===== config.mk =====
export PLATFORM = sky130hd
export DESIGN_NAME = sb_tx_packet_framer_flat
export DESIGN_NICKNAME = d
export VERILOG_FILES = /design/src/rtl/sb_tx_packet_framer_if.sv /design/src/rtl/sb_tx_packet_framer.sv /design/src/flat_wrapper.sv
export SDC_FILE = /design/constraint.sdc
export NUM_CORES = 1
export LEC_CHECK = 0
export CELL_PAD_IN_SITES_DETAIL_PLACEMENT = 0
export CELL_PAD_IN_SITES_GLOBAL_PLACEMENT = 1
export CORE_ASPECT_RATIO = 1.5
export CORE_MARGIN = 2
export CORE_UTILIZATION = 36
export CTS_BUF_LIST = sky130_fd_sc_hd__clkbuf_8
export CTS_CLUSTER_DIAMETER = 40
export DETAILED_ROUTE_END_ITERATION = 10
export GPL_TIMING_DRIVEN = 0
export PLACE_DENSITY = 0.85
export SYNTH_ARGS = -nofsm -noshare
export SYNTH_HDL_FRONTEND = slang
export SYNTH_SLANG_ARGS = --single-unit

===== constraint.sdc =====
create_clock -name i_clk -period 2.7 [get_ports i_clk]
set_input_delay 0.54 -clock i_clk [delete_from_list [all_inputs] [get_ports i_clk]]
set_output_delay 0.54 -clock i_clk [all_outputs]
set_load 0.01 [all_outputs]

===== src/rtl/sb_tx_packet_framer_if.sv =====
// rtl/sb_tx_packet_framer_if.sv - header/data inputs and serializer-side handshake of the sideband TX framer
interface sb_tx_packet_framer_if;
    logic [63:0] i_header;
    logic        i_header_valid;
    logic [63:0] i_data;
    logic        i_data_valid;
    logic        i_ser_ready;
    logic [63:0] o_frame_data;
    logic        o_frame_valid;
    logic        o_framer_ready;
    logic        o_frame_error;
    logic        o_overrun;

    modport slave (
        input  i_header, i_header_valid, i_data, i_data_valid, i_ser_ready,
        output o_frame_data, o_frame_valid, o_framer_ready, o_frame_error, o_overrun
    );

    modport master (
        output i_header, i_header_valid, i_data, i_data_valid, i_ser_ready,
        input  o_frame_data, o_frame_valid, o_framer_ready, o_frame_error, o_overrun
    );
endinterface


===== src/rtl/sb_tx_packet_framer.sv =====
// rtl/sb_tx_packet_framer.sv - joins header and optional payload into a sideband packet with CP/DP parity
// Optional inter-packet idle gap enabled by SB_FRAMER_GAP_EN.
module sb_tx_packet_framer #(
    parameter int DATA_TIMEOUT = 16,
    parameter int GAP_CYCLES   = 4
) (
    input  logic                    i_clk,
    input  logic                    i_rst,
    sb_tx_packet_framer_if.slave    bus
);

    localparam int CNT_MAX = (DATA_TIMEOUT > GAP_CYCLES) ? DATA_TIMEOUT : GAP_CYCLES;
    localparam int CNT_W   = $clog2(CNT_MAX + 1);
    localparam logic [4:0] OPC_WITH_DATA = 5'b11011;

    typedef enum logic [2:0] {
        IDLE,
        WAIT_DATA,
        SEND_HDR,
        SEND_DATA
`ifdef SB_FRAMER_GAP_EN
        , GAP
`endif
    } state_e;

    state_e             state_q, state_d;
    logic [61:0]        header_q, header_d;
    logic [63:0]        data_q, data_d;
    logic               data_pending_q, data_pending_d;
    logic [CNT_W-1:0]   cnt_q, cnt_d;

    logic               hdr_in_has_data;
    logic               hdr_q_has_data;
    logic [63:0]        framed_header;
    logic [63:0]        frame_data;
    logic               frame_valid;
    logic               framer_ready;
    logic               frame_error;
    logic               overrun;
    logic               unused_hdr_bits;

    // Bits [63:62] of the incoming header are replaced by DP/CP, so they are never stored.
    assign unused_hdr_bits = ^bus.i_header[63:62];

    assign hdr_in_has_data = (bus.i_header[4:0] == OPC_WITH_DATA);
    assign hdr_q_has_data  = (header_q[4:0] == OPC_WITH_DATA);
    assign framed_header   = {(hdr_q_has_data ? ^data_q : 1'b0), ^header_q, header_q};

    always_ff @(posedge i_clk) begin
        if (i_rst) begin
            state_q        <= IDLE;
            header_q       <= '0;
            data_q         <= '0;
            data_pending_q <= 1'b0;
            cnt_q          <= '0;
        end else begin
            state_q        <= state_d;
            header_q       <= header_d;
            data_q         <= data_d;
            data_pending_q <= data_pending_d;
            cnt_q          <= cnt_d;
        end
    end

    always_comb begin
        state_d        = state_q;
        header_d       = header_q;
        data_d         = data_q;
        data_pending_d = data_pending_q;
        cnt_d          = cnt_q;
        frame_data     = '0;
        frame_valid    = 1'b0;
        framer_ready   = 1'b0;
        frame_error    = 1'b0;
        overrun        = 1'b0;

        case (state_q)
            IDLE: begin
                framer_ready = 1'b1;
                overrun      = bus.i_data_valid && data_pending_q;
                if (bus.i_header_valid) begin
                    header_d       = bus.i_header[61:0];
                    data_pending_d = 1'b0;
                    if (!hdr_in_has_data) begin
                        data_d  = '0;
                        state_d = SEND_HDR;
                    end else if (bus.i_data_valid) begin
                        data_d  = bus.i_data;
                        state_d = SEND_HDR;
                    end else if (data_pending_q) begin
                        state_d = SEND_HDR;
                    end else begin
                        cnt_d   = CNT_W'(DATA_TIMEOUT);
                        state_d = WAIT_DATA;
                    end
                end else if (bus.i_data_valid) begin
                    data_d         = bus.i_data;
                    data_pending_d = 1'b1;
                end
            end

            WAIT_DATA: begin
                overrun = bus.i_header_valid;
                if (bus.i_data_valid) begin
                    data_d  = bus.i_data;
                    state_d = SEND_HDR;
                end else if (cnt_q == '0) begin
                    frame_error = 1'b1;
                    header_d    = '0;
                    data_d      = '0;
                    state_d     = IDLE;
                end else begin
                    cnt_d = cnt_q - CNT_W'(1);
                end
            end

            SEND_HDR: begin
                frame_valid = 1'b1;
                frame_data  = framed_header;
                overrun     = bus.i_header_valid || bus.i_data_valid;
                if (bus.i_ser_ready) begin
                    if (hdr_q_has_data) begin
                        state_d = SEND_DATA;
                    end else begin
`ifdef SB_FRAMER_GAP_EN
                        cnt_d   = CNT_W'(GAP_CYCLES - 1);
                        state_d = GAP;
`else
                        state_d = IDLE;
`endif
                    end
                end
            end

            SEND_DATA: begin
                frame_valid = 1'b1;
                frame_data  = data_q;
                overrun     = bus.i_header_valid || bus.i_data_valid;
                if (bus.i_ser_ready) begin
                    data_pending_d = 1'b0;
`ifdef SB_FRAMER_GAP_EN
                    cnt_d   = CNT_W'(GAP_CYCLES - 1);
                    state_d = GAP;
`else
                    state_d = IDLE;
`endif
                end
            end

`ifdef SB_FRAMER_GAP_EN
            GAP: begin
                overrun = bus.i_header_valid || bus.i_data_valid;
                if (cnt_q == '0) begin
                    state_d = IDLE;
                end else begin
                    cnt_d = cnt_q - CNT_W'(1);
                end
            end
`endif

            default: state_d = IDLE;
        endcase
    end

    assign bus.o_frame_data   = frame_data;
    assign bus.o_frame_valid  = frame_valid;
    assign bus.o_framer_ready = framer_ready;
    assign bus.o_frame_error  = frame_error;
    assign bus.o_overrun      = overrun;

endmodule


===== src/flat_wrapper.sv =====
// flat-port wrapper written by rule: the top's interface ports become plain ports
module sb_tx_packet_framer_flat 
#(
    parameter int DATA_TIMEOUT = 16,
    parameter int GAP_CYCLES   = 4
)
  (i_clk, i_rst, bus_i_header, bus_i_header_valid, bus_i_data, bus_i_data_valid, bus_i_ser_ready, bus_o_frame_data, bus_o_frame_valid, bus_o_framer_ready, bus_o_frame_error, bus_o_overrun);
  sb_tx_packet_framer_if bus_i ();
  input  logic i_clk;
  input  logic i_rst;
  input wire logic [$bits(bus_i.i_header)-1:0] bus_i_header;
  input wire logic [$bits(bus_i.i_header_valid)-1:0] bus_i_header_valid;
  input wire logic [$bits(bus_i.i_data)-1:0] bus_i_data;
  input wire logic [$bits(bus_i.i_data_valid)-1:0] bus_i_data_valid;
  input wire logic [$bits(bus_i.i_ser_ready)-1:0] bus_i_ser_ready;
  output wire logic [$bits(bus_i.o_frame_data)-1:0] bus_o_frame_data;
  output wire logic [$bits(bus_i.o_frame_valid)-1:0] bus_o_frame_valid;
  output wire logic [$bits(bus_i.o_framer_ready)-1:0] bus_o_framer_ready;
  output wire logic [$bits(bus_i.o_frame_error)-1:0] bus_o_frame_error;
  output wire logic [$bits(bus_i.o_overrun)-1:0] bus_o_overrun;
  assign bus_i.i_header = bus_i_header;
  assign bus_i.i_header_valid = bus_i_header_valid;
  assign bus_i.i_data = bus_i_data;
  assign bus_i.i_data_valid = bus_i_data_valid;
  assign bus_i.i_ser_ready = bus_i_ser_ready;
  assign bus_o_frame_data = bus_i.o_frame_data;
  assign bus_o_frame_valid = bus_i.o_frame_valid;
  assign bus_o_framer_ready = bus_i.o_framer_ready;
  assign bus_o_frame_error = bus_i.o_frame_error;
  assign bus_o_overrun = bus_i.o_overrun;
  sb_tx_packet_framer #(.DATA_TIMEOUT(DATA_TIMEOUT), .GAP_CYCLES(GAP_CYCLES)) u_core (.i_clk(i_clk), .i_rst(i_rst), .bus(bus_i));
endmodule

* Word level (Yosys, flattened, before mapping)
Index checks and enable logic that the tools add are counted. W data, S select, Z words.
Cells by class: divide/modulo/power cells 0, reductions and logical operators 14, order comparisons 0, shift-type cells 0, add/sub/neg operators 1, multiply operators 0, equal/unequal tests 16, multiplexer cells 39, bitwise gates (word level) 0
Operators by type and width (number):
- $mux W64 | 5
- $pmux W64 S2 | 2
- $mux W62 | 3
- $pmux W62 S2 | 1
- $reduce_xor A64 Y1 | 1
- $reduce_xor A62 Y1 | 1
- $mux W5 | 6
- $mux W3 | 7
- $ne A2 B2 Y1 const B | 7
- $pmux W3 S4 | 1
- $eq A5 B5 Y1 const B | 2
- $pmux W5 S2 | 1
- $mux W1 | 9
- $reduce_and A4 Y1 | 2
- $reduce_and A7 Y1 | 1
- $eq A3 B2 Y1 const B | 2
- $logic_not A5 Y1 | 1
- $sub A5 B1 Y5 const B | 1
- $mux W2 | 2
- $ne A2 B1 Y1 const B | 2
- $reduce_bool A2 Y1 | 2
- $eq A3 B1 Y1 const B | 1
- $logic_not A3 Y1 | 1
- $ne A3 B2 Y1 const B | 1
- 8 further kinds | 8
Storage, ports and cells: bits of input ports 133, RAM bits 0, latch bits 0, memory bits (read-only) 0, register bits 135, memories 0

* Depth between registers and ports, before layout
Gate-level depths: netlist of the first run.
word-level depth 5, mapped depth 9, depth with buffers taken out 9

* Least setup slack after synthesis of the first run
No wires, ideal clock.
path kind register -> output, from register u_core.header_q[2], to output bus_o_frame_data[62], setup slack 0.452 ns, arrival 1.708 ns, required time 2.160 ns, stages on the path, launching flop included 10, path through dfxtp_1 -> inv_1 -> ha_1 -> xnor2_1 -> xnor2_1 -> xnor2_1 -> xnor2_1 -> xnor2_1 -> xnor2_1 -> o21ai_1
On the way: word-level cells in the longest chain between the ends 2
RTL lines:
- from (decl) | RTL line sb_tx_packet_framer.sv:27 | logic [61:0] header_q, header_d;
- from (signal assigned) | RTL line sb_tx_packet_framer.sv:58 | header_q <= header_d;
- $reduce_xor A62 Y1 | RTL line sb_tx_packet_framer.sv:47 | assign framed_header = {(hdr_q_has_data ? ^data_q : 1'b0), ^header_q, header_q};
- $pmux W64 S2 | RTL line sb_tx_packet_framer.sv:77 | case (state_q)
- to (decl) | RTL line flat_wrapper.sv:16 | output wire logic [$bits(bus_i.o_frame_data)-1:0] bus_o_frame_data;
No other way between the ends.

* Final worst setup path of the first run
Same ends and word-level chain as after synthesis.

==> results of run 1 <==
-- worst max-delay path, stage by stage (launching register included) --
cell                      delay [ns]
sky130_fd_sc_hd__dfxtp_2        0.35
sky130_fd_sc_hd__inv_2          0.05
sky130_fd_sc_hd__ha_4           0.23
sky130_fd_sc_hd__xnor2_4        0.21
sky130_fd_sc_hd__xnor2_2        0.14
sky130_fd_sc_hd__xnor2_1        0.15
sky130_fd_sc_hd__xnor2_1        0.11
sky130_fd_sc_hd__xnor2_1        0.25
sky130_fd_sc_hd__xnor2_1        0.10
sky130_fd_sc_hd__o21ai_1        0.16
sky130_fd_sc_hd__buf_2          0.16
-- kinds of logic (layout without fill, tap and decap cells) --
group,after synthesis,in the layout,share of synthesized area
xor+xnor,125,125,0.1577
fa+ha+maj,4,4,0.007211
simple gates,292,292,0.1907
mux,62,62,0.08942
compound gates,144,144,0.1307
buf+inv,65,302,0.03768
flops,134,134,0.3865
-- flip-flops by register name, indices dropped and copies added, names as in the netlist --
| register | cells |
|---|---|
| u_core.state_q | 2 |
| u_core.data_q | 64 |
| u_core.cnt_q | 5 |
| u_core.header_q | 62 |
| u_core.data_pending_q | 1 |
-- layer usage --
| layer | GRT usage | vias up | wire length [um] |
|---|---|---|---|
| li1 | - | 3190 | - |
| met1 | 0.2498 | 3059 | 9112 |
| met2 | 0.4098 | 200 | 12380 |
| met3 | 0.04495 | 35 | 1153 |
| met4 | 0.08685 | 0 | 634 |
| met5 | 0 | - | 0 |
-- cells in the final DEF, fill, tap and decap left out, types with 16 or more instances in the layout --
master                            instances
sky130_fd_sc_hd__nor2b_1                 57
sky130_fd_sc_hd__a21oi_1                 67
sky130_fd_sc_hd__nor2_1                  73
sky130_fd_sc_hd__buf_4                   16
sky130_fd_sc_hd__clkbuf_8                19
sky130_fd_sc_hd__a22oi_1                 63
sky130_fd_sc_hd__mux2i_1                 62
sky130_fd_sc_hd__xnor2_2                 18
sky130_fd_sc_hd__clkdlybuf4s50_1        178
sky130_fd_sc_hd__dfxtp_1                104
sky130_fd_sc_hd__xnor2_1                 89
sky130_fd_sc_hd__nand2_1                137
sky130_fd_sc_hd__dfxtp_2                 28
sky130_fd_sc_hd__clkbuf_1                32
-- stage by stage --
stage               hold slack (ns)  instance area [um2]  power, mW    util  setup TNS (ns)
floorplan                    0.4605                 6940      3.240       -               0
global placement             0.4695                 9233      3.818  0.4858          -2.100
detailed placement           0.4762                 9233      3.830  0.4858          -2.164
CTS                          0.4828                 9972      5.840  0.5247         -0.2677
global route                 0.4910                10130      6.134  0.5329         -0.4824
finish                       0.4729                10130      5.867  0.5329         -0.2143
-- power breakdown --
group,switching (mW),internal [mW]
clock,0.879,1.11
combinational,0.795,0.871
sequential,0.120,2.09
total,1.79,4.07
-- final timing paths --
| path | depth (start not counted) | to | slack [ns] |
|---|---|---|---|
| max reg2reg | 9 | u_core.header_q[19] | 0.39 |
| max | 10 | bus_o_frame_data[62] | -0.19 |
| min reg2reg | 2 | u_core.data_q[36] | 0.47 |
| min | 2 | u_core.data_q[36] | 0.47 |
-- repair_timing --
action                     4_1_cts  5_1_grt
resized for setup               87       49
buffers inserted                 7        1
setup endpoints to repair       66       35
pin swaps                       23       26
-- layout make-up --
cell class,instances,area share
timing repair buffer,205,0.2027
sequential,134,0.2691
clock inverter,15,0.02249
clock buffer,17,0.02310
inverter,4,0.001483
tap,256,0.03163
buffer,61,0.03212
multi-input combinational,627,0.4173
==> out/qor_table.md, run 1 <==
| Step | Metric | This run |
|---|---|---|
| setup path | Critical path peak fanout | 2 |
| logic synthesis | Sequential element share of the synthesized area | 0.3865 |
| cells and area | Diode count | 0 |
| run | Maximum capacitance violations | 0 |
| grt | Maximum number of pins on one net before global-route repair | 17 |
| setup path | Crit. End Element | output pin |
| grt | Total track usage | 0.2224 |
| logic synthesis | Ranking of synthesized cells by instance count | sky130_fd_sc_hd__nand2_1, sky130_fd_sc_hd__dfxtp_1, sky130_fd_sc_hd__xnor2_1 |
| floorplanning | # rows | 62 |
| logic synthesis | Async set-reset flop share out of synthesis | 0 |
| clock tree | Clock tree from TritonCTS | yes |
| place | Quantity of I/O buffers inserted on ports | 197 |
| logic synthesis | Number of enable flip-flop cells after synthesis | 0 |
| place | Pre-CTS setup slack | -0.3596 ns |
| route | Average via count per standard cell | 4.916 |
| pwr | Peak ir drop on the vdd network | 374.0 uV |
| logic synthesis | Unique masters post-synth | 38 |
| logic synthesis | Synth Area per Inst | 8.402 um2 |
| cells and area | Fillers | 1805 |
| logic synthesis | Net count of the mapped netlist | 963 |
| grt | Number of global-route vias before repair | 6570 |
| logic synthesis | Top post-synthesis cells by area | sky130_fd_sc_hd__dfxtp_1, sky130_fd_sc_hd__xnor2_1, sky130_fd_sc_hd__mux2i_1 |
| route | DRC marker count from the first detailed-route iteration | 309 |
| logic synthesis | Total of flip-flops plus latches after synthesis | 134 |
| floorplanning | Horiz. Die Dim | 117.4 um |
| cells and area | Post-route non-filler standard cell count | 1319 |
| floorplanning | Effective utilization at floorplan | 0.3652 |
| place | Cell count after placement | 1279 |
| cells and area | Area growth from synthesis to layout | 45.92% |
| timing | Final critical-path setup slack | -0.1904 ns |
| cells and area | Reg area | 0.002725 mm2 |
| status | Violations in the final reports | negative setup slack |
| clock tree | Maximum clock insertion buffer count | 2 |
| route | Via count | 6484 |
| setup path | Required time at the endpoint of the critical path | 2.16 ns |
| logic synthesis | Area share of the leading cell type in the synthesized netlist | 0.3865 |
| cells and area | Fraction of final layout cells with drive strength greater than 1 | 0.1317 |
| logic synthesis | YS warnings | 0 |
| setup path | Critical Path Source | u_core.header_q[2] |
| grt | Global-route wire length before repair | 35420 um |
| clock tree | Root Driver | sky130_fd_sc_hd__clkbuf_8 |
| route | Wire length per cell after detailed routing | 17.65 um |
| timing | Final Hold Fails | 0 |
| status | Run status | finished with violations |
| logic synthesis | Yosys top cell by area | sky130_fd_sc_hd__dfxtp_1 |
| route | Final routed DRC violation total | 0 |
| route | Final wirelength | 23280 um |
| timing | FMAX | 346.0 MHz |
| cells and area | Net count of the finished layout | 1187 |
| clock tree | Clock latency of the later-clocked register in the worst-skew pair | 0.44 ns |
| grt | GRT Residual Overflow | 0 |
| setup path | Data arrival at the endpoint of the critical path | 2.35 ns |
| hold path | Classification of the worst-slack hold path | reg -> reg |
| clock tree | Clock transition time at the flip-flop clock pins of the worst setup and hold paths | 0.09 ns |
| logic synthesis | Post-Synthesis Cells | 826 |
| timing | Setup violation total in the final timing report | 2 |
| cells and area | Multi-input gate area | 0.004227 mm2 |
| pwr | Reported leakage power | 3.736 nW |
| timing | Fraction of the cycle the final worst path needs | 1.071 |
| clock tree | Sinks on Clock Net | 134 |
| setup path | Reg2Reg Launch Point | u_core.cnt_q[0] |
| timing | Number of pins with negative max-slew slack in the final report | 0 |
| grt | Antenna violations before repair | 0 |
| logic synthesis | Count leader, synth | sky130_fd_sc_hd__nand2_1 |
| clock tree | CTS HTree Levels | 4 |
| timing | RSZ-0062 raised after global routing | yes |
| logic synthesis | Netlist area before placement | 0.006940 mm2 |
| place | DPL Wire Length | 17320 um |
| timing | Slew Limit Headroom | 0.5554 |
| pwr | Pwr per Cell Area | 579.3 mW/mm2 |
| hold path | Hold Startpoint | u_core.data_q[36] |
| clock tree | Number of clock buffers inserted by TritonCTS | 17 |
| timing | Clock period minus final worst setup slack | 2.890 ns |
| timing | Slew at the pin closest to its max-slew limit | 0.6670 ns |
| route | Remaining number of nets flagged by the antenna check after routing | 0 |
| floorplanning | Floorplan die height | 174.1 um |
| clock tree | Number of buffers added to fix hold violations after cts | 0 |
| route | Router iterations before antenna repair | 4 |
| floorplanning | Area of the core | 0.01901 mm2 |
| floorplanning | I/O pins | 201 |
| place | Weighted congestion at the end of routability-driven global placement | 0.8207 |
| timing | Clock Skews | 0.007590 ns |
| floorplanning | Die outline area | 0.02043 mm2 |
| logic synthesis | Top flip-flop cell by instance count after synthesis | sky130_fd_sc_hd__dfxtp_1 |
| setup path | Nature of the critical path startpoint | register |
| setup path | Crit Path Category | reg -> out |
(Power assumes the default switching activity.)
==> run 2, diff against run 1 <==
ABC_CLOCK_PERIOD_IN_PS = 2700   (was unset)
CORE_UTILIZATION = 45   (was 36)
DONT_BUFFER_PORTS = 1   (was unset)
PLACE_DENSITY = 0.79   (was 0.85)
==> out/qor_table.md, run 2 (synthesis gave the netlist of run 1 again) <==
| Step | Metric | This run |
|---|---|---|
| setup path | Data arrival at the endpoint of the critical path | 2.26 ns |
| route | Remaining number of nets flagged by the antenna check after routing | 0 |
| grt | Met1 layer usage reported by global route | 0.2811 |
| setup path | Total buffers and inverters traversed by the critical path | 0 |
| status | Violations in the final reports | negative setup slack |
| floorplanning | Area of the core | 0.01507 mm2 |
| cells and area | Fillers | 1447 |
| grt | Met2 routing resource usage after global routing | 0.4516 |
| setup path | Crit. End Element | output pin |
| timing | Clock period minus final worst setup slack | 2.803 ns |
| timing | RSZ-0062 raised after global routing | yes |
| pwr | Clock share of power | 0.334 |
| cells and area | Multi-input gate area | 0.004085 mm2 |
| route | Router iterations before antenna repair | 5 |
| clock tree | Maximum clock insertion buffer count | 2 |
| pwr | Reported net switching power | 1.633 mW |
| setup path | Most frequent cell on the critical path | sky130_fd_sc_hd__xnor2_1 |
| floorplanning | Horiz. Die Dim | 105.4 um |
| setup path | Crit Path Category | reg -> out |
| hold path | Destination of the worst hold path | u_core.data_pending_q |
| cells and area | Largest register by flop count | u_core.data_q |
| setup path | Maximum single-stage delay on the critical path | 0.42 ns |
| grt | GRT Residual Overflow | 0 |
| setup path | Slowest library cell on the worst path | sky130_fd_sc_hd__dfxtp_1 |
| floorplanning | Effective utilization at floorplan | 0.4605 |
| hold path | Classification of the worst-slack hold path | in -> reg |
| setup path | Register-to-register setup slack | 0.21 ns |
| place | Quantity of I/O buffers inserted on ports | 0 |
| cells and area | Commonest cells after routing, fill and taps aside | sky130_fd_sc_hd__nand2_1, sky130_fd_sc_hd__dfxtp_1, sky130_fd_sc_hd__xnor2_1 |
| clock tree | Clock latency of the later-clocked register in the worst-skew pair | 0.45 ns |
| timing | Final critical-path setup slack | -0.1029 ns |
| place | Pre-CTS setup slack | 0.02785 ns |
| pwr | Comb pwr share | 0.250 |
| timing | Number of pins with negative max-slew slack in the final report | 0 |
| route | Wire length per cell after detailed routing | 20.06 um |
| timing | Clock Skews | 0.009768 ns |
| run | Maximum capacitance violations | 0 |
| status | Run status | finished with violations |
| grt | Global-route layer with the greatest usage | met2 |
| clock tree | Clock tree from TritonCTS | yes |
| place | DPL Wire Length | 16050 um |
| timing | Fraction of the cycle the final worst path needs | 1.038 |
| floorplanning | Die outline area | 0.01645 mm2 |
| hold path | Hold Startpoint | i_rst |
| pwr | Seq pwr share | 0.416 |
| route | Final wirelength | 21180 um |
| grt | Met3 Use GR | 0.07728 |
| timing | Final Hold Fails | 0 |
| route | Average via count per standard cell | 5.539 |
| grt | Antenna violations before repair | 0 |
| setup path | Worst Reg-to-Reg Cells | 9 |
| clock tree | Root Driver | sky130_fd_sc_hd__clkbuf_8 |
| floorplanning | Floorplan die height | 156.1 um |
| route | DRC marker count from the first detailed-route iteration | 376 |
| cells and area | Most common library cell in the layout ignoring fill and taps | sky130_fd_sc_hd__nand2_1 |
| setup path | CP top delay family | XOR/XNOR gates |
| cells and area | Registers with the most flip-flops | u_core.data_q (64), u_core.header_q (62), u_core.cnt_q (5) |
| timing | Slew Limit Headroom | 0.4143 |
| timing | FMAX | 356.8 MHz |
| cells and area | Area growth from synthesis to layout | 11.34% |
| place | Weighted congestion at the end of routability-driven global placement | 0.8417 |
| grt | Global-route wire length before repair | 31660 um |
| floorplanning | # rows | 55 |
| grt | Number of global-route vias before repair | 5731 |
| setup path | Critical-path cell list | ha_4 > xnor2_4 > xnor2_2 > xnor2_1 > xnor2_1 > xnor2_1 > xnor2_1 > o21ai_2 |
| cells and area | Flip-flop count of the largest register after layout | 64 |
| hold path | Hold Path Depth | 1 |
| setup path | Nature of the critical path startpoint | register |
| timing | Setup violation total in the final timing report | 2 |
| clock tree | CTS HTree Levels | 4 |
| pwr | Proportion of total power due to net switching | 0.3068 |
| clock tree | Sinks on Clock Net | 134 |
| pwr | Pwr Total | 5.321 mW |
| route | Via count | 5849 |
| pwr | Reported leakage power | 2.556 nW |
| setup path | Endpoint of the most critical register-to-register path | u_core.header_q[12] |
| cells and area | Diode count | 0 |
| grt | Maximum number of pins on one net before global-route repair | 20 |
| clock tree | Number of clock buffers inserted by TritonCTS | 17 |
| cells and area | Fraction of final layout cells with drive strength greater than 1 | 0.09102 |
| setup path | Critical path peak fanout | 3 |
| pwr | Peak ir drop on the vdd network | 410.0 uV |
| floorplanning | I/O pins | 201 |
| setup path | Reg2Reg Launch Point | u_core.cnt_q[0] |
| pwr | Internal power of the cells | 3.689 mW |
| clock tree | Clock transition time at the flip-flop clock pins of the worst setup and hold paths | 0.08 ns |
| timing | Slew at the pin closest to its max-slew limit | 0.8785 ns |
| cells and area | Reg area | 0.002693 mm2 |
| grt | Total track usage | 0.2541 |
| setup path | Required time at the endpoint of the critical path | 2.16 ns |
| route | Final routed DRC violation total | 0 |
| cells and area | Net count of the finished layout | 981 |
| clock tree | Buffers inserted during post-CTS setup optimization | 0 |
| pwr | Pwr per Cell Area | 688.6 mW/mm2 |
## run 2: cell count changes in the layout (fill, tap and decap cells not counted), sizes merged
cell,previous run,this run
clkdlybuf4s50,178,0
buf,33,14
dlymetal6s2s,14,0
clkbuf,55,65
dlygate4sd2,3,0
bufinv,5,3
clkdlybuf4s15,0,2
clkinv,5,3
clkinvlp,1,2
inv,8,7
## run 2: layout make-up
type	instances	area share
Inverter	4	0.001943
Sequential cell	134	0.3484
Clock buffer	21	0.03740
Multi-Input combinational cell	627	0.5287
Buffer	60	0.03433
Clock inverter	11	0.01700
Tap cell	199	0.03222
## run 2: worst max path at each step
stage	start	end	slack, ns	depth (start not counted)
2_1_floorplan	u_core.header_q[2]	bus_o_frame_data[62]	0.45	9
4_1_cts	u_core.header_q[2]	bus_o_frame_data[62]	-0.28	9
5_1_grt	u_core.header_q[1]	bus_o_frame_data[62]	-0.22	8
3_5_place_dp	u_core.header_q[2]	bus_o_frame_data[62]	0.03	9
6_report	u_core.header_q[1]	bus_o_frame_data[62]	-0.10	8
3_3_place_gp	u_core.header_q[2]	bus_o_frame_data[62]	0.008	9
## run 2: power groups by stage
| stage | Combinational (mW) | Clock (mW) | Sequential (mW) |
|---|---|---|---|
| 2_1_floorplan | 1.02 | 0 | 2.22 |
| 3_3_place_gp | 1.25 | 0 | 2.25 |
| 3_5_place_dp | 1.27 | 0 | 2.25 |
| 4_1_cts | 1.32 | 1.80 | 2.21 |
| 5_1_grt | 1.45 | 1.89 | 2.23 |
| 6_report | 1.33 | 1.78 | 2.21 |
## run 2: timing repair
item,CTS,global route
hold buffers,0,0
setup endpoints to repair,37,14
gates resized for setup,15,16
pin swaps,5,15
## run 2: per-stage QoR
| stage | instance area [um2] | utilization | hold WS, ns | cells | setup TNS (ns) |
|---|---|---|---|---|---|
| 5_1_grt | 7727 | 0.5127 | 0.1573 | 1056 | -0.3527 |
| 6_report | 7727 | 0.5127 | 0.1742 | 1056 | -0.1388 |
| 3_3_place_gp | 7189 | 0.4770 | 0.4691 | 1025 | 0 |
| 2_1_floorplan | 6940 | - | 0.4605 | 826 | 0 |
| 4_1_cts | 7671 | 0.5090 | 0.1593 | 1056 | -0.2776 |
| 3_5_place_dp | 7189 | 0.4770 | 0.4739 | 1025 | 0 |
## run 2: layer usage
metal,up-vias,part of all wire,wire length (um)
li1,2786,-,-
met1,2750,0.38,8085
met2,265,0.51,10750
met3,48,0.079,1670
met4,0,0.032,675
met5,-,0,0
==> run 3, diff against run 2 <==
CTS_CLUSTER_DIAMETER = 100   (was 40)
GPL_ROUTABILITY_DRIVEN = 0   (was unset)
==> results of run 3 <==
Same layout as run 2: the final DEF is identical, and so are final timing and power.
==> patch 1, RTL diff (flow settings as in run 2) <==
`DATA_TIMEOUT` is set to 16 in 2 places; all go to 8.
--- a/src/rtl/sb_tx_packet_framer.sv
+++ b/src/rtl/sb_tx_packet_framer.sv
@@ -3,3 +3,3 @@
 module sb_tx_packet_framer #(
-    parameter int DATA_TIMEOUT = 16,
+    parameter int DATA_TIMEOUT = 8,
     parameter int GAP_CYCLES   = 4
--- a/src/flat_wrapper.sv
+++ b/src/flat_wrapper.sv
@@ -3,3 +3,3 @@
 #(
-    parameter int DATA_TIMEOUT = 16,
+    parameter int DATA_TIMEOUT = 8,
     parameter int GAP_CYCLES   = 4
Function: same outputs for any inputs over 4 cycles, from zero or initial values and one cycle with i_rst high; that may be too few to reach the edited logic, so the function may still have changed.
==> patch 1 against run 2 <==
  * The flow still finishes with violations (negative setup slack)
  * Sequential power is essentially flat
  * Cell area fell by 0.73%
  * Via count decreased by 1.6%
  * Global-route usage rose by 0.16 points
  * First-iteration DRC count down 32%
  * Sequential cell count fell by 1
  * Routed wire length is 2.4% lower
  * Total power rose by 2.5%
  * Setup slack got worse by 100 ps
  * Area after synthesis decreased by 3.2%
  * Sequential share of layout area grew 0.40 points
  * Clock skew rose by 0.84 ps
  * Fmax decreased by 3.5%
  * Critical endpoint unchanged
==> patch 1: results <==
metrics = {
    "worst_hold_path": {
        "min-delay-path-class": "input pin to register",
    },
    "logic_synthesis": {
        "postSynthNetCount": 962,
        "compound_gate_fraction_of_synth_area_pct": 13.8,
        "synthXorXnorAreaFrac_pct": 15.9,
        "synthesis.yosys.warnings": 0,
        "synth_cell_type_count": 31,
        "share_of_synthesized_area_occupied_by_flip_flops_and_latches_pct": 39.6,
        "async_reset_ff_share_pct": 0,
        "synth-adder-area-share_pct": 0.559,
        "yosys-top-cells-count": "sky130_fd_sc_hd__nand2_1 (139), sky130_fd_sc_hd__nor2_1 (136), sky130_fd_sc_hd__dfxtp_1 (133), sky130_fd_sc_hd__xnor2_1 (107), sky130_fd_sc_hd__a21oi_1 (68)",
        "ranking_of_synthesized_cells_by_area": "sky130_fd_sc_hd__dfxtp_1 (40%), sky130_fd_sc_hd__xnor2_1 (14%), sky130_fd_sc_hd__mux2i_1 (9.2%), sky130_fd_sc_hd__nand2_1 (7.8%), sky130_fd_sc_hd__nor2_1 (7.6%)",
        "synth.mux.area_fraction_pct": 9.24,
        "yosys_most_used_dff": "sky130_fd_sc_hd__dfxtp_1",
    },
    "place": {
        "routabilityCongestion": 0.896,
        "dp_worst_setup_slack_ps": -29.4,
        "placed_area_um2": 6960,
        "place_hpwl_mm": 15.9,
        "placed_cells": 1022,
        "numPortBuffers": 0,
    },
    "worst_setup_path": {
        "cp_slowest_cell": "sky130_fd_sc_hd__o31ai_2",
        "critical_path_arrival_ps": 2370,
        "worst_path_largest_cell_delay_ps": 360,
        "critical_path_peak_fanout": 3,
        "cp_top_family": "XOR/XNOR gates",
    },
    "clock_network": {
        "clkLatencyLatePin_ps": 440,
        "ctsHtreeMaxLevel": 4,
        "clock_tree.root_cell": "sky130_fd_sc_hd__clkbuf_8",
        "cts_buffers": 17,
    },
    "outcome": {
        "failed_checks": "negative setup slack",
        "run_status": "complete, but fails checks",
    },
    "final_layout": {
        "largest_registers_in_the_final_layout": "u_core.data_q: 64 flops, u_core.header_q: 62 flops, u_core.cnt_q: 4 flops",
        "layout.filler_cells": 1431,
        "post_layout_nonfiller_instances": 1055,
        "drive_gt1_share_pct": 12.6,
        "nNetsFinal": 982,
        "antennaDiodeCount": 0,
    },
    "drt": {
        "routed_wire_length_per_instance_um": 19.6,
        "drt_iter0_markers": 256,
        "dr_total_vias": 5754,
    },
    "global_routing": {
        "first_global_vias": 5705,
        "grt_max_degree": 17,
        "grt_pass1_wl_mm": 31.5,
        "groute.usage.overall_pct": 25.6,
    },
    "sta": {
        "finClkSkew_ps": 10.6,
        "fin_ws_ps": -206,
        "setup_violations": 1,
        "timing.setup.tns_ps": -206,
        "worst_slew_pin_slew_ps": 1230,
    },
    "power_and_ir_drop": {
        "power.leakage_nw": 2.57,
        "vdd_ir_drop_max_mv": 0.304,
    },
}
==> patch 1: cell count changes after synthesis, moves of 3 or more <==
cell	delta
sky130_fd_sc_hd__clkbuf_1	+4
sky130_fd_sc_hd__o21ai_0	+3
sky130_fd_sc_hd__nand3_1	+3
sky130_fd_sc_hd__nor2_1	+63
sky130_fd_sc_hd__inv_1	+3
sky130_fd_sc_hd__buf_1	-6
sky130_fd_sc_hd__nor2b_1	-62
==> patch 1: report_power, final <==
group | switching [mW] | internal, mW
combinational | 0.747 | 0.609
clock | 0.847 | 1.04
sequential | 0.130 | 2.08
==> patch 1: worst paths after layout <==
| path | start | endpoint | slack [ps] | cells after the start |
|---|---|---|---|---|
| setup / recovery | u_core.header_q[1]$_SDFFE_PP0P_ | bus_o_frame_data[62] | -210 | 8 |
| setup reg to reg | u_core.cnt_q[0]$_SDFFE_PP0P_ | u_core.header_q[1]$_SDFFE_PP0P_ | 270 | 10 |
| hold reg to reg | u_core.data_q[15]$_SDFFE_PP0P_ | u_core.data_q[15]$_SDFFE_PP0P_ | 480 | 2 |
| hold / removal | bus_i_data[16] | u_core.data_q[16]$_SDFFE_PP0P_ | 210 | 2 |
==> patch 1: cell type report <==
| cell class | count | area (µm²) | share of cell area [%] |
|---|---|---|---|
| Buffer | 57 | 236 | 3.08 |
| Tap cell | 196 | 245 | 3.20 |
| Sequential cell | 133 | 2700 | 35.2 |
| Inverter | 6 | 22.5 | 0.294 |
| Multi-Input combinational cell | 629 | 4000 | 52.2 |
| Clock inverter | 14 | 198 | 2.58 |
| Timing Repair Buffer | 2 | 15.0 | 0.196 |
| Clock buffer | 18 | 248 | 3.23 |
==> patch 1: kinds of logic after synthesis <==
logic type | count (synthesis)
adder cells (fa/ha/maj) | 3
buffers and inverters | 64
multiplexers | 62
XOR/XNOR | 122
AND/OR/NAND/NOR | 295
flip-flops | 133
AO/OA/AOI/OAI | 147
==> patch 1: routing by layer <==
metal / vias to the layer above / global-route usage, % / wire [µm]
met5: - / 0 / 0
met3: 39 / 8.01 / 1490
met2: 193 / 46.7 / 10900
li1: 2804 / - / -
met4: 0 / 10.4 / 631
met1: 2718 / 27.2 / 7680
==> patch 1: timing repair <==
action | in CTS | in global routing
setup endpoints to repair | 57 | 60
resized for setup | 32 | 33
setup buffers | 2 | 0
pin swaps | 17 | 20
==> patch 2, RTL diff (flow settings as in run 2) <==
Made on the original files. Reset style: asynchronous (`i_rst`), changed in one clocked block.
--- a/src/rtl/sb_tx_packet_framer.sv
+++ b/src/rtl/sb_tx_packet_framer.sv
@@ -48,3 +48,3 @@
 
-    always_ff @(posedge i_clk) begin
+    always_ff @(posedge i_clk or posedge i_rst) begin
         if (i_rst) begin
Behaviour: differs if i_rst is asserted again (counterexample within 4 cycles, from zero or initial values and one cycle with i_rst high); with i_rst held inactive, the same outputs for 4 cycles.
==> patch 2 against run 2 <==
  * The flow still finishes with violations (negative setup slack)
  * Cell area up 13%
  * Sequential cell count unchanged
  * Routed wire length up 12%
  * Setup slack worse by 47 ps
  * Area after synthesis up 11%
  * Register-to-register slack better by 140 ps
  * Global-route usage up 1.0 points
Power is not compared: it rests on default switching activity, and its combinational part moved more than twofold at a synthesized area within 25%.
==> patch 2: results <==
metrics = {
    "drt": {
        "routed-wl-met2_mm": 12.4,
        "drt_iter0_markers": 318,
        "drt_first_pass_iters": 4,
        "drt_wl_total_mm": 23.7,
        "routed_via_count_divided_by_cell_count": 5.32,
    },
    "logic_synthesis": {
        "synth_cell_type_count": 32,
        "synthXorXnorAreaFrac_pct": 13.9,
        "yosys-top-cells-count": "sky130_fd_sc_hd__nand2_1 (263), sky130_fd_sc_hd__dfrtp_1 (134), sky130_fd_sc_hd__xnor2_1 (107), sky130_fd_sc_hd__a21oi_1 (68)",
        "synth.mux.area_fraction_pct": 8.33,
        "postSynthNetCount": 1026,
    },
    "global_routing": {
        "first_global_vias": 6386,
        "grt_util_met2_pct": 47.7,
    },
    "sta": {
        "setup_violations": 2,
        "worst_hold_slack_ps": 93.7,
        "fin_ws_ps": -150,
        "timing.setup.tns_ps": -206,
        "finClkSkew_ps": 7.12,
    },
    "outcome": {
        "run_status": "complete, but fails checks",
        "failed_checks": "negative setup slack",
    },
    "place": {
        "routabilityCongestion": 0.871,
    },
    "final_layout": {
        "layout.nonclk_buf_share_pct": 4.97,
        "area_growth_syn_to_layout_pct": 13.9,
        "clock_buffers": 17,
    },
    "clock_network": {
        "number_of_setup_buffers_added_after_cts": 11,
    },
    "worst_setup_path": {
        "cp_slowest_cell": "sky130_fd_sc_hd__dfrtp_1",
        "critical_path_arrival_ps": 2310,
    },
}
-- patch 2: cell count changes after synthesis, moves of 3 or more --
cell | before | now
sky130_fd_sc_hd__a22oi_1 | 63 | 0
sky130_fd_sc_hd__buf_4 | 0 | 4
sky130_fd_sc_hd__clkbuf_1 | 40 | 33
sky130_fd_sc_hd__dfrtp_1 | 0 | 134
sky130_fd_sc_hd__dfxtp_1 | 134 | 0
sky130_fd_sc_hd__inv_1 | 3 | 6
sky130_fd_sc_hd__nand2_1 | 137 | 263
sky130_fd_sc_hd__nand3_1 | 4 | 64
sky130_fd_sc_hd__nor2_1 | 73 | 7
sky130_fd_sc_hd__o21ai_0 | 2 | 13
-- patch 2: power groups by stage --
stage | clock network (mW) | registers, mW | logic (mW)
finish | 1.84 | 3.86 | 9.64
global route | 1.94 | 3.99 | 10.4
CTS | 1.86 | 3.86 | 9.40
detailed placement | 0 | 3.87 | 8.72
global placement | 0 | 3.85 | 8.61
floorplan | 0 | 3.56 | 7.05
